File: src/rtl/mux2_arb_pkg.sv
// rtl/mux2_arb_pkg.sv - shared types and sizing helpers for the two-way packet arbiter
package mux2_arb_pkg;

  typedef enum logic [1:0] {
    IDLE   = 2'd0,
    GRANT0 = 2'd1,
    GRANT1 = 2'd2
  } arb_state_t;

  // Counter must be able to hold MAX_BEATS itself
  function automatic int beat_cnt_w(input int max_beats);
    return $clog2(max_beats + 1);
  endfunction

endpackage

File: src/rtl/mux2_rr_pick.sv
// rtl/mux2_rr_pick.sv - combinational next-grant picker; rr_ptr breaks ties
module mux2_rr_pick (
  input  logic req0_valid,
  input  logic req1_valid,
  input  logic rr_ptr,
  output logic grant_valid,
  output logic grant_id
);

  assign grant_valid = req0_valid | req1_valid;
  assign grant_id    = (req0_valid & req1_valid) ? rr_ptr : req1_valid;

endmodule

File: src/rtl/mux2_rr_arbiter.sv
// rtl/mux2_rr_arbiter.sv - round-robin packet arbiter owning the shared 2:1 mux channel
module mux2_rr_arbiter
  import mux2_arb_pkg::*;
#(
  parameter int DATA_W    = 8,
  parameter int MAX_BEATS = 16
) (
  input  logic              clk,
  input  logic              rst,
  input  logic              req0_valid,
  input  logic [DATA_W-1:0] req0_data,
  input  logic              req0_last,
  output logic              req0_ready,
  input  logic              req1_valid,
  input  logic [DATA_W-1:0] req1_data,
  input  logic              req1_last,
  output logic              req1_ready,
  output logic              out_valid,
  output logic [DATA_W-1:0] out_data,
  output logic              out_last,
  input  logic              out_ready,
  output logic              sel,
  output logic              busy,
  output logic              trunc_err
);

  localparam int CNT_W = beat_cnt_w(MAX_BEATS);

  arb_state_t       state;
  arb_state_t       state_nxt;
  logic             rr_ptr;
  logic [CNT_W-1:0] beat_cnt;
  logic             grant_valid;
  logic             grant_id;
  logic             xfer;
  logic             at_limit;
  logic             rel_beat;
  logic             trunc_nxt;

  mux2_rr_pick u_pick (
    .req0_valid  (req0_valid),
    .req1_valid  (req1_valid),
    .rr_ptr      (rr_ptr),
    .grant_valid (grant_valid),
    .grant_id    (grant_id)
  );

  assign xfer      = out_valid && out_ready;
  assign at_limit  = (beat_cnt + CNT_W'(1)) == CNT_W'(MAX_BEATS);
  assign rel_beat  = xfer && (out_last || at_limit);
  // A last beat landing exactly on the limit is a clean release
  assign trunc_nxt = xfer && !out_last && at_limit;

  always_ff @(posedge clk or posedge rst) begin
    if (rst) state <= IDLE;
    else     state <= state_nxt;
  end

  always_comb begin
    state_nxt = state;
    case (state)
      IDLE:           if (grant_valid) state_nxt = grant_id ? GRANT1 : GRANT0;
      GRANT0, GRANT1: if (rel_beat)    state_nxt = IDLE;
      default:        state_nxt = IDLE;
    endcase
  end

  // Idle drives zeros so nothing leaks from either requester between grants
  always_comb begin
    sel        = 1'b0;
    busy       = 1'b0;
    out_valid  = 1'b0;
    out_data   = '0;
    out_last   = 1'b0;
    req0_ready = 1'b0;
    req1_ready = 1'b0;
    case (state)
      GRANT0: begin
        busy       = 1'b1;
        out_valid  = req0_valid;
        out_data   = req0_data;
        out_last   = req0_last;
        req0_ready = out_ready;
      end
      GRANT1: begin
        sel        = 1'b1;
        busy       = 1'b1;
        out_valid  = req1_valid;
        out_data   = req1_data;
        out_last   = req1_last;
        req1_ready = out_ready;
      end
      default: ;
    endcase
  end

  always_ff @(posedge clk or posedge rst) begin
    if (rst) begin
      rr_ptr    <= 1'b0;
      beat_cnt  <= '0;
      trunc_err <= 1'b0;
    end else begin
      trunc_err <= trunc_nxt;
      if (rel_beat) begin
        beat_cnt <= '0;
        rr_ptr   <= ~sel;
      end else if (xfer) begin
        beat_cnt <= beat_cnt + CNT_W'(1);
      end
    end
  end

endmodule

File: config.mk
export PLATFORM = sky130hd
export DESIGN_NAME = mux2_rr_arbiter
export DESIGN_NICKNAME = d
export VERILOG_FILES = /design/src/rtl/mux2_arb_pkg.sv /design/src/rtl/mux2_rr_pick.sv /design/src/rtl/mux2_rr_arbiter.sv
export SDC_FILE = /design/constraint.sdc
export NUM_CORES = 1
export LEC_CHECK = 0
export BUFFER_PORTS_ARGS = -buffer_cell sky130_fd_sc_hd__buf_4
export CELL_PAD_IN_SITES_DETAIL_PLACEMENT = 1
export CELL_PAD_IN_SITES_GLOBAL_PLACEMENT = 1
export CORE_AREA = 2 2 58 60
export CTS_CLUSTER_DIAMETER = 100
export CTS_CLUSTER_SIZE = 20
export DETAILED_ROUTE_END_ITERATION = 7
export DIE_AREA = 0 0 60 62
export GPL_TIMING_DRIVEN = 0
export HOLD_SLACK_MARGIN = 0.1
export PLACE_DENSITY = 0.68
export SETUP_SLACK_MARGIN = 0.5
export SLEW_MARGIN = 0
export SYNTH_ARGS = -nofsm -noshare
export SYNTH_HDL_FRONTEND = slang
export SYNTH_SLANG_ARGS = --single-unit
File: constraint.sdc
create_clock -name clk -period 1.87 [get_ports clk]
set_clock_uncertainty 0.05 [all_clocks]
set_input_delay 0.374 -clock clk [delete_from_list [all_inputs] [get_ports clk]]
set_output_delay 0.374 -clock clk [all_outputs]
set_load 0.05 [all_outputs]
==> impl_results.rst <==
.. list-table::
   :header-rows: 1

   * - Metric
     - Value
   * - Register-to-register setup slack
     - 0.04 ns
   * - Area of the core region
     - 3180 um2
   * - Width of the chip
     - 60 um
   * - WL/cell
     - 16.2 um
   * - Path length in cells of the critical path
     - 6
   * - Setup TNS
     - -1.11 ns
   * - Biggest area contributors in the synthesized netlist
     - sky130_fd_sc_hd__dfrtp_1 32%, sky130_fd_sc_hd__a22oi_1 8.6%, sky130_fd_sc_hd__ha_1 7.1%, sky130_fd_sc_hd__nor2_1 5.9%, sky130_fd_sc_hd__o21ai_1 3.6%
   * - Layout cell share with drive strength beyond 1
     - 0.741
   * - Antenna fix cells
     - 0
   * - Final ANT Viol Nets
     - 0
   * - Most common cell after layout, fill and taps aside
     - sky130_fd_sc_hd__buf_4
   * - Critical path startpoint
     - state[0]
   * - Gate count of the mapped netlist
     - 82
   * - Area grow syn2layout
     - 142%
   * - IO Pins
     - 38
   * - Count of buffer and inverter cells on the critical path
     - 4
   * - First-pass GRT wire length
     - 4690 um
   * - Cell area after layout
     - 1690 um2
   * - Share of the clock period used by the worst path after layout
     - 1.06
   * - Share of the yosys chip area belonging to registers
     - 0.321
   * - Power density over the cells
     - 1690 nW/um2
   * - Violations in the final reports
     - negative setup slack
   * - CTS tree
     - yes
   * - Kind of critical path
     - flop to output pin
   * - Highest clock rate
     - 503 MHz
   * - Port Buffer Count
     - 37
   * - Final min period
     - 1.99 ns
   * - Top fanout value on the critical path
     - 5
   * - Number of fillers in the final layout
     - 351
   * - Final routed DRC violation total
     - 0
   * - Stage delay of the slowest cell on the critical path
     - 0.41 ns
   * - Category of the worst setup path launch point
     - flop
   * - Via density per instance
     - 4.67
   * - Setup repair after global routing missed its margin
     - yes
   * - Global Route Usage Sum
     - 0.175
   * - Hold violation count in the final report
     - 0
   * - Type of the tightest min-delay check
     - input pin to flop
   * - Storage cell area
     - 225 um2
   * - Signal arrival time at the worst endpoint
     - 1.56 ns
   * - Cell depth of the worst min-delay path
     - 4
   * - Synthesized area per cell
     - 8.54 um2
   * - Crit Reg-Reg Endpoint
     - state[1]
   * - Longest Clk Path Bufs
     - 2
   * - Final WS setup
     - -0.118 ns
   * - Grt total ovfl
     - 0
   * - Area after DPL
     - 1170 um2
   * - Maximum number of pins on one net before global-route repair
     - 10
   * - DR iter-0 viols
     - 9
   * - Area share of the leading cell type in the synthesized netlist
     - 0.321
   * - Sequence of cells on the critical path
     - inv_2, ha_4, inv_4, clkbuf_16, nor2_4, buf_8
   * - Result of the run
     - finished, violations left
   * - Post-Synthesis Net Count
     - 109
   * - Sink count of the clock tree
     - 9
   * - Largest voltage drop on the vdd net
     - 0.570 mV
   * - Die area
     - 3720 um2
   * - Multi-input gate area in the final layout
     - 662 um2
   * - Syn. warnings
     - 0
   * - Clock-pin transition on the worst setup and hold timing paths
     - 0.06 ns
   * - CTS H-tree depth
     - 1
   * - Drt total wl
     - 3130 um
   * - Commonest cells after routing, fill and taps aside
     - 33 x sky130_fd_sc_hd__buf_4, 13 x sky130_fd_sc_hd__buf_8, 12 x sky130_fd_sc_hd__buf_6
   * - Worst-case headroom to the max-slew limit
     - 0.758
   * - Detailed placement HPWL
     - 1830 um
   * - Largest delay contributor family on the critical path
     - buffers and inverters
   * - Number of antenna violations at the first check in global routing
     - 0
   * - Iteration count of the initial detailed-routing pass
     - 4
   * - Transition at the pin with the smallest max-transition slack
     - 0.363 ns
   * - Clock tree root buffer cell
     - sky130_fd_sc_hd__clkbuf_4
   * - Yosys cell types
     - 29
   * - Die H
     - 62 um
   * - Clock insertion delay at the later pin of the skew report
     - 0.27 ns
   * - Final count of negative-setup-slack endpoints
     - 11
   * - Cell taking the most area after synthesis
     - sky130_fd_sc_hd__dfrtp_1
   * - Row count
     - 21
   * - Static power due to leakage
     - 0.000736 uW
   * - Type of element capturing the critical path
     - output pin
   * - # nets final
     - 175
   * - Slowest library cell on the worst path
     - sky130_fd_sc_hd__dfrtp_1
   * - Final Wtd Congestion
     - 0.776
   * - Critical path capture point
     - out_data[4]
   * - FF-to-FF path depth
     - 8
   * - Starting utilization of the core area
     - 0.220
   * - Number of slew-limit violations in the final report
     - 0
   * - Crit Reg-Reg Startpoint
     - state[1]
   * - Number of max-cap violations
     - 0
   * - Req. time, crit path
     - 1.45 ns
   * - Vias in the first global route
     - 980
   * - Count of vias placed by the detailed router
     - 902
   * - Post-synthesis instance area
     - 701 um2
   * - Number of synthesized register bits
     - 9
   * - Number of buffers created by CTS
     - 3
   * - Hold Slack
     - 0.366 ns
power breakdown:
group          internal (uW)  switching, uW
Combinational           1210           1170
Sequential               251           66.2
Clock                   82.7           75.6
Total                   1550           1310
cell usage after synthesis:
cell	n
sky130_fd_sc_hd__ha_1	4
sky130_fd_sc_hd__mux2i_1	2
sky130_fd_sc_hd__nor2_1	11
sky130_fd_sc_hd__and4b_1	1
sky130_fd_sc_hd__a31oi_1	1
sky130_fd_sc_hd__and2_4	1
sky130_fd_sc_hd__nand3_1	3
sky130_fd_sc_hd__a21oi_1	2
sky130_fd_sc_hd__a21oi_2	2
sky130_fd_sc_hd__a21o_1	1
sky130_fd_sc_hd__dfrtp_1	9
sky130_fd_sc_hd__nand2_1	6
sky130_fd_sc_hd__and2_1	3
sky130_fd_sc_hd__o21a_1	2
sky130_fd_sc_hd__inv_1	4
sky130_fd_sc_hd__nor3_1	2
sky130_fd_sc_hd__a22o_4	1
sky130_fd_sc_hd__a22oi_2	1
sky130_fd_sc_hd__nand2_2	2
sky130_fd_sc_hd__nand3b_1	1
sky130_fd_sc_hd__clkbuf_1	2
sky130_fd_sc_hd__buf_6	1
sky130_fd_sc_hd__o31ai_1	2
sky130_fd_sc_hd__nand2b_1	1
sky130_fd_sc_hd__o21ai_2	1
sky130_fd_sc_hd__and3_4	1
sky130_fd_sc_hd__nor2b_1	2
sky130_fd_sc_hd__o21ai_1	5
sky130_fd_sc_hd__a22oi_1	8
how the worst min path moves through the flow:
| stage | endpoint | start |
|---|---|---|
| 3_3_place_gp | trunc_err | rst |
| 3_5_place_dp | beat_cnt[4] | rst |
| 5_1_grt | state[1] | req1_valid |
| 6_report | state[0] | req1_valid |
| 4_1_cts | state[0] | req1_valid |
| 2_1_floorplan | beat_cnt[0] | rst |
layout make-up:
cell class,count,area share
clock buffer,4,0.0155
inverter,4,0.0103
buffer,3,0.0384
timing repair buffer,61,0.378
tap,46,0.0340
multi-input combinational,66,0.391
sequential,9,0.133
cells by family (layout without fill, tap and decap cells):
| kind of cell | Yosys count | after routing | synth area share |
|---|---|---|---|
| simple gates | 34 | 34 | 0.252 |
| compound gates | 26 | 26 | 0.279 |
| flops | 9 | 9 | 0.321 |
| buf+inv | 7 | 72 | 0.0482 |
| fa+ha+maj | 4 | 4 | 0.0714 |
| mux | 2 | 2 | 0.0286 |
state kept, by name (all words and copies together) (netlist names):
| name | flops |
|---|---|
| trunc_err | 1 |
| beat_cnt | 5 |
| rr_ptr | 1 |
| state | 2 |
metrics by stage:
stage	total power [uW]	worst slack (ns)	util	cells
6_report	2860	-0.118	0.532	193
5_1_grt	3010	-0.179	0.532	193
4_1_cts	2640	-0.118	0.492	185
3_5_place_dp	1810	-0.0501	0.369	165
3_3_place_gp	1770	0.00754	0.369	165
2_1_floorplan	1490	0.114	-	82
repair_timing:
item,CTS,global route
cloned,3,0
setup endpoints to repair,23,23
hold endpoints to repair,9,0
hold buffers,1,0
pin swaps,29,20
resized for setup,45,19
setup buffers,12,8
layer usage:
layer,vias up,GRT usage,wire [um],part of all wire
met5,-,0,0,0
met4,0,0.0667,33,0.011
met3,6,0.0352,165,0.053
met2,34,0.349,1830,0.58
met1,435,0.176,1110,0.35
li1,427,-,-,-
worst reg2reg max path: cells and delay by family (launching register included):
kind                       cells  cell delay, ns
AOI/OAI and AO/OA              3            0.58
buffers and inverters          3            0.38
DFF                            1            0.37
adders and majority gates      1            0.19
muxes                          1            0.17
No activity file was read; power rests on OpenSTA's default activity.
